<file path="config.mk">
export PLATFORM = sky130hd
export DESIGN_NAME = dac_segmented_dem
export DESIGN_NICKNAME = d
export VERILOG_FILES = /design/src/rtl/dac_segmented_dem.sv
export SDC_FILE = /design/constraint.sdc
export NUM_CORES = 1
export LEC_CHECK = 0
export CAP_MARGIN = 20
export CORE_ASPECT_RATIO = 2
export CORE_MARGIN = 1
export CORE_UTILIZATION = 45
export DETAILED_ROUTE_END_ITERATION = 7
export MAX_ROUTING_LAYER = met4
export PLACE_DENSITY = 0.77
export SLEW_MARGIN = 20
export SYNTH_ARGS = -nofsm -noshare
export SYNTH_HDL_FRONTEND = slang
export SYNTH_SLANG_ARGS = --single-unit
</file>
<file path="constraint.sdc">
create_clock -name clk -period 8.7 [get_ports clk]
set_input_delay 2.175 -clock clk [delete_from_list [all_inputs] [get_ports clk]]
set_output_delay 2.175 -clock clk [all_outputs]
set_load 0.05 [all_outputs]
</file>
<file path="src/rtl/dac_segmented_dem.sv">
// Segmented DAC encoder: thermometer-decoded MSBs with selectable dynamic element
// matching (static, DWA, LFSR rotation) and binary LSB pass-through, one-cycle latency.
module dac_segmented_dem #(
  parameter int MSB_BITS = 4,
  parameter int LSB_BITS = 4,
  localparam int N_EL = (1 << MSB_BITS) - 1,
  localparam int LW = (LSB_BITS > 0) ? LSB_BITS : 1,
  localparam int CW = MSB_BITS + LSB_BITS
) (
  input  logic                clk,
  input  logic                rst_n,
  input  logic [CW-1:0]       code,
  input  logic                code_valid,
  output logic                code_ready,
  input  logic                freeze,
  input  logic [1:0]          dem_mode,
  output logic [N_EL-1:0]     therm,
  output logic [LW-1:0]       lsb,
  output logic                out_update,
  output logic [MSB_BITS-1:0] ptr
);

  localparam logic [15:0] LFSR_SEED = 16'hACE1;

  // Fibonacci LFSR x^16+x^14+x^13+x^11+1, shifting toward bit 0.
  function automatic logic [15:0] lfsr_step(input logic [15:0] v);
    logic fb;
    fb = v[0] ^ v[2] ^ v[3] ^ v[5];
    return {fb, v[15:1]};
  endfunction

  logic [15:0]         lfsr_r;
  logic [1:0]          prev_mode_r;
  logic                accept_s;
  logic [1:0]          mode_s;
  logic [MSB_BITS-1:0] k_s;
  logic [MSB_BITS-1:0] ptr_base_s;
  logic [MSB_BITS-1:0] start_s;
  logic [MSB_BITS-1:0] ptr_next_s;
  logic [MSB_BITS:0]   dwa_sum_s;
  logic [15:0]         lfsr_mod_s;
  logic [N_EL-1:0]     therm_next_s;
  logic [LW-1:0]       lsb_next_s;

  assign code_ready = !freeze;

  // Accept decode, rotation start selection and pointer update.
  always_comb begin
    accept_s   = code_valid && !freeze;
    mode_s     = (dem_mode == 2'd3) ? 2'd0 : dem_mode;
    k_s        = code[CW-1:LSB_BITS];
    // A mode switch realigns the rotation to element 0 for that sample.
    ptr_base_s = (mode_s != prev_mode_r) ? {MSB_BITS{1'b0}} : ptr;
    dwa_sum_s  = {1'b0, ptr_base_s} + {1'b0, k_s};
    lfsr_mod_s = lfsr_r % 16'(N_EL);
    start_s    = {MSB_BITS{1'b0}};
    ptr_next_s = {MSB_BITS{1'b0}};
    case (mode_s)
      2'd1: begin
        start_s = ptr_base_s;
        if (dwa_sum_s >= (MSB_BITS+1)'(N_EL)) begin
          ptr_next_s = MSB_BITS'(dwa_sum_s - (MSB_BITS+1)'(N_EL));
        end else begin
          ptr_next_s = dwa_sum_s[MSB_BITS-1:0];
        end
      end
      2'd2: begin
        start_s    = lfsr_mod_s[MSB_BITS-1:0];
        ptr_next_s = lfsr_mod_s[MSB_BITS-1:0];
      end
      default: begin
        start_s    = {MSB_BITS{1'b0}};
        ptr_next_s = {MSB_BITS{1'b0}};
      end
    endcase
    if (LSB_BITS > 0) begin
      lsb_next_s = code[LW-1:0];
    end else begin
      lsb_next_s = {LW{1'b0}};
    end
  end

  // Element i is on when its distance from start, modulo N_EL, is below k.
  always_comb begin
    therm_next_s = {N_EL{1'b0}};
    for (int i = 0; i < N_EL; i++) begin
      int d;
      d = i + N_EL - int'(start_s);
      if (d >= N_EL) begin
        d = d - N_EL;
      end else begin
        d = d;
      end
      therm_next_s[i] = (d < int'(k_s));
    end
  end

  // Output, pointer, LFSR and mode history registers.
  always_ff @(posedge clk or negedge rst_n) begin
    if (!rst_n) begin
      therm       <= {N_EL{1'b0}};
      lsb         <= {LW{1'b0}};
      out_update  <= 1'b0;
      ptr         <= {MSB_BITS{1'b0}};
      lfsr_r      <= LFSR_SEED;
      prev_mode_r <= 2'd0;
    end else if (accept_s) begin
      therm       <= therm_next_s;
      lsb         <= lsb_next_s;
      out_update  <= 1'b1;
      ptr         <= ptr_next_s;
      lfsr_r      <= lfsr_step(lfsr_r);
      prev_mode_r <= mode_s;
    end else begin
      out_update  <= 1'b0;
    end
  end

endmodule

</file>
Word level (Yosys, flattened, before mapping)

Index checks and enable logic that the tools add are counted.

Bits in registers: 42
Bits of input ports: 14
Output and inout bits: 25
Word-level logic and storage cells: 100

Add/subtract/negate cells: 32
Divide/modulo/power cells: 1
Magnitude comparators: 31
Equality and inequality tests: 4
Multiplexer cells: 21
Bitwise operators: 3
Reductions and logical operators: 2

Operators with widths:

| kind                  | count |
|---|---|
| $lt 32x5->1           | 15 |
| $mux 32               | 15 |
| $sub 6x5->7 const B   | 14 |
| $ge 6x5->1 const B    | 14 |
| $sub 5x4->6 const A   | 14 |
| $mod 16x4->16 const B | 1 |
| $pmux 4 s2            | 2 |
| $mux 4                | 2 |
| $sub 5x5->6 const B   | 1 |
| $add 4x4->5           | 1 |
| $ge 5x4->1 const B    | 1 |
| $ge 5x5->1 const B    | 1 |
| $sub 4x4->5 const A   | 1 |
| $eq 2x2->1 const B    | 2 |
| $sub 4x4->4 const B   | 1 |
| $xor 1x1->1           | 3 |
| $eq 2x1->1 const B    | 1 |
| $mux 2                | 1 |
| $ne 2x2->1            | 1 |
| $logic_and 1x1->1     | 1 |
| $logic_not 1->1       | 1 |
| $mux 1                | 1 |

Logic depth before layout (Yosys ltp)

Depth in word-level cells: 9
Depth in mapped cells: 49
Mapped depth without buffers: 42

Worst setup path before layout

No wires, ideal clock.

Kind: reg-to-reg
From: register lfsr_r[11]
To: register therm[13]
Library setup time: 0.076 ns
Data arrival time: 9.373 ns
Data required time: 8.624 ns
Setup slack: -0.749 ns
Stages on the path, launching flop included: 47
Path buffers: 5
Clock period less this slack: 9.449 ns
Cell sequence: dfstp_2 > buf_4 > and4bb_1 > o2111ai_1 > a21oi_1 > mux2i_1 > nor2_1 > or2_2 > buf_4 > a311oi_2 > a211o_1 > buf_4 > a211oi_1 > o211a_1 > or2_1 > buf_2 > o21bai_2 > xnor2_1 > [11 not listed] > ha_1 > clkbuf_1 > xnor2_1 > nand2_1 > o21bai_1 > inv_1 > ha_1 > nand2b_1 > inv_1 > nand2_1 > a2bb2oi_1 > a21oi_1 > ha_1 > a21oi_1 > nand2_1 > or3_1 > o221a_2 > o21ai_1

Longest elaborated chain between the ends: 6
Elaborated cells between the ends (all ways): 7
Those cells by class: add/sub: 2; div: 1; order compare: 2; mux: 2

Ends and longest elaborated chain:

| what                                             | RTL line | text |
|---|---|---|
| start: declaration                               | 32       | `logic [15:0] lfsr_r;` |
| start signal: assignment                         | 112      | `lfsr_r <= lfsr_step(lfsr_r);` |
| $mod 16x4->16 *                                  | 55       | `lfsr_mod_s = lfsr_r % 16'(N_EL);` |
| $pmux 4 s2 *                                     | 58       | `case (mode_s)` |
| $sub 5x4->6 *                                    | 88       | `d = i + N_EL - int'(start_s);` |
| $sub 6x5->7 / $ge 6x5->1 (equally long branches) | 90, 89   |  |
| $mux 32 *                                        | 89       | `if (d >= N_EL) begin` |
| $lt 32x5->1 *                                    | 94       | `therm_next_s[i] = (d < int'(k_s));` |
| end signal: assignment                           | 101      | `therm <= {N_EL{1'b0}};` |
| end signal: assignment                           | 108      | `therm <= therm_next_s;` |
| end: declaration                                 | 17       | `output logic [N_EL-1:0] therm,` |

Every way passes the cells marked *; elsewhere a longest branch is shown, timed or not.
A chain may end at the register's enable or synchronous reset.

Worst setup path after layout

Ends and elaborated chain as after synthesis.

==> results.md <==
* RSZ-0062 raised after global routing: yes
* Minimum clock period at ~9 ns
* CP delay by family, top: compound AO/OA/AOI/OAI gates
* Number of global-route vias before repair at 8516
* Detail Route Antenna Nets at 0
* Number of synthesized flops with an enable pin at 0
* R2R depth at 45
* Synth top area cells: ha_1 (16%), dfrtp_1 (12%), nand2_1 (6.9%), o21ai_0 (4.5%), a21oi_1 (3.8%)
* Primary FF master, synth: dfrtp_1
* Cts bufs inserted at 5
* Post-Synthesis Cells at about 930
* Clock Skews at 0.00463 ns
* Nets at between 1000 and 1500
* Syn Area/Cell at 7.76 sq um
* Root Buffer Master: clkbuf_16
* Kind of critical path: reg -> reg
* Synth-to-layout area growth at 41.4%
* Yosys warns at 0
* Die width at 91.7 um
* Failing checks: negative setup slack
* 1st-iter DRT viols at ~530
* CORE AREA at 15800 sq um
* Data required time of the critical path at about 8.9 ns
* Number of remaining DRC errors at 0
* Final cell count without fillers at around 1300
* FF/Latch Area at 1060 sq um
* Clock Path Buffers at 2
* Post-Syn Nets at approximately 1000
* Initial core utilization at between 40 and 50%
* Placed Cells at around 1300
* Synth unique cells at 110
* CTS Sinks at 42
* # H-tree levels at 2
* Final Hold Vio Count at 0
* Worst Tran Pin Value at 0.816 ns
* Status: finished, violations left
* CP Max Fanout at 6
* Top-count cell post-synth: nand2_1
* Critical Path AT at a little over 9 ns
* Max-slew violations at 0
* Hold Startpoint: therm[8]
* Seq/Total Area, Yosys at between 10% and 20%
* Post-CTS Hold Fix Bufs at 0
* Worst setup EP type: flop
* Clk slew on worst S/H paths at around 0.070 ns
* Worst path bufs/invs at 7
* Largest net degree at the start of global routing at between 40 and 50
* Most frequent cells after synthesis: nand2_1 (133), ha_1 (91), o21ai_0 (65)
* Yosys top cell area share at 15.7%
* Kind of start point of the critical path: flop
* Total GRT Usage at between 30% and 40%
* Diodes inserted at 0
* Worst reg2reg startpoint: lfsr_r[11]
* Initial antenna violation count at 0
* CP most frequent cell: ha_2
* Post-Synthesis Cell Area at 7250 sq um
* Die area at around 17000 sq um
* Final wirelength at roughly 28 mm
* Slew HR at ~46%
* Hpwl dp at 18.9 mm
* TritonCTS clock tree: built
* Final setup violation count at 7
* Max cap viols at 0
* Hold path depth at 2
* Vias/cell at about 6.4
* Flops & latches, synth at 42
* WHS Endpoint: therm[8]
* Row count at 65
* Num ports at 39
* Slowest cell on the critical path: dfstp_2
* Clock latency on the worst-skew pair at roughly 0.30 ns
* Reg2reg end: therm[13]
* Share of layout cells above drive strength 1 at between 30 and 40%
* Final period util at 103%
* Vert. Die Dim at between 150 and 200 um
* Footprint of the multi-input gates at between 6000 and 7000 sq um
* IO buf count at 38
* Grt ovf at 0
* WL/cell at just over 20 um
* Reg-to-reg slack, setup at -0.28 ns
* Max incr delay on CP at between 0.6 and 0.7 ns
* Layout fillers at ~1200
* First-pass GRT wire length at between 40 and 50 mm
* Async SR Flop Fraction at 100%
* Yosys top cell by area: ha_1
* Placer Congestion at 0.956
* Setup ws final at -0.278 ns
* Via Count at between 8000 and 9000
* Achievable frequency at 111 MHz
* Hold/Removal Path Class: reg -> reg
* Pre-antenna DRT Iters at 5
## cells by family (layout without fill, tap and decap cells)
| logic type | after synthesis | after routing | synth area share, % |
|---|---|---|---|
| simple gates | 324 | 324 | 21.5 |
| compound gates | 323 | 323 | 33.2 |
| fa+ha+maj | 96 | 96 | 16.6 |
| buf+inv | 86 | 283 | 5.33 |
| xor+xnor | 42 | 42 | 5.54 |
| flops | 42 | 42 | 14.6 |
| mux | 21 | 21 | 3.28 |
## registers in the layout, summed over array words and instances (netlist names)
signal / flops
therm: 15
out_update: 1
ptr: 4
lfsr_r: 16
prev_mode_r: 2
lsb: 4
## routing by layer
| metal | GRT usage, % | up-vias | wire, um |
|---|---|---|---|
| li1 | - | 3846 | - |
| met2 | 59.6 | 408 | 14900 |
| met4 | 27.6 | 0 | 2720 |
| met5 | - | - | 0 |
| met3 | 3.14 | 236 | 1430 |
| met1 | 26.4 | 4090 | 8680 |
## placed cells by master (no fill, tap or decap), types with 11 or more instances in the layout
cell / n
ha_2: 14
nor3_1: 16
nor2_1: 47
and2_1: 13
dfrtp_1: 32
buf_4: 181
o21ai_0: 55
xnor2_1: 23
o21ai_1: 12
a21o_1: 15
nand3_1: 19
ha_4: 12
nand2_1: 124
o21a_1: 11
o21ai_2: 12
ha_1: 65
inv_1: 33
clkdlybuf4s50_1: 37
a21oi_1: 46
o211ai_1: 17
buf_6: 14
## timing repair
item	in CTS	in global routing
buffers inserted	30	29
gates resized for setup	67	109
pin swaps	41	82
setup endpoints to repair	8	11
## worst max path at each step
| stage | depth (start not counted) | slack (ns) | start | endpoint |
|---|---|---|---|---|
| after floorplan | 45 | -0.08 | lfsr_r[11] | therm[13] |
| after global placement | 40 | -0.04 | lfsr_r[15] | therm[13] |
| after detailed placement | 40 | -0.22 | lfsr_r[15] | therm[13] |
| after CTS | 43 | 0.0007 | lfsr_r[10] | therm[13] |
| after global routing | 47 | -0.65 | lfsr_r[11] | therm[13] |
| final | 45 | -0.28 | lfsr_r[11] | therm[13] |
## final cells by class
class	instances	share of cell area, %
Timing Repair Buffer	235	19.0
Inverter	40	1.62
Sequential cell	42	10.4
Clock buffer	5	1.22
Clock inverter	3	0.208
Tap cell	201	2.45
Multi-Input combinational cell	806	65.1
## worst register-to-register path: cells and delay by family (launching register included)
kind	cells	cell delay [ns]
compound gates	23	4.81
xor+xnor	1	0.12
fa+ha+maj	5	1.09
buf+inv	7	0.82
flops	1	0.64
simple gates	9	1.40
## per-stage QoR
stage               cell area (sq um)  util [%]  hold WS [ns]  setup TNS (ns)  setup WS [ns]
floorplan                        7420         -         0.465         -0.0784        -0.0784
global placement                 8830      56.0         0.458         -0.0529        -0.0438
detailed placement               8830      56.0         0.470          -0.886         -0.224
CTS                              9550      60.5         0.486               0       0.000659
global route                    10200      65.0         0.513           -4.27         -0.647
finish                          10200      65.0         0.479          -0.955         -0.278
Power is not shown: default switching activity piles up to over one toggle a cycle in this logic, so the estimate is an artifact.
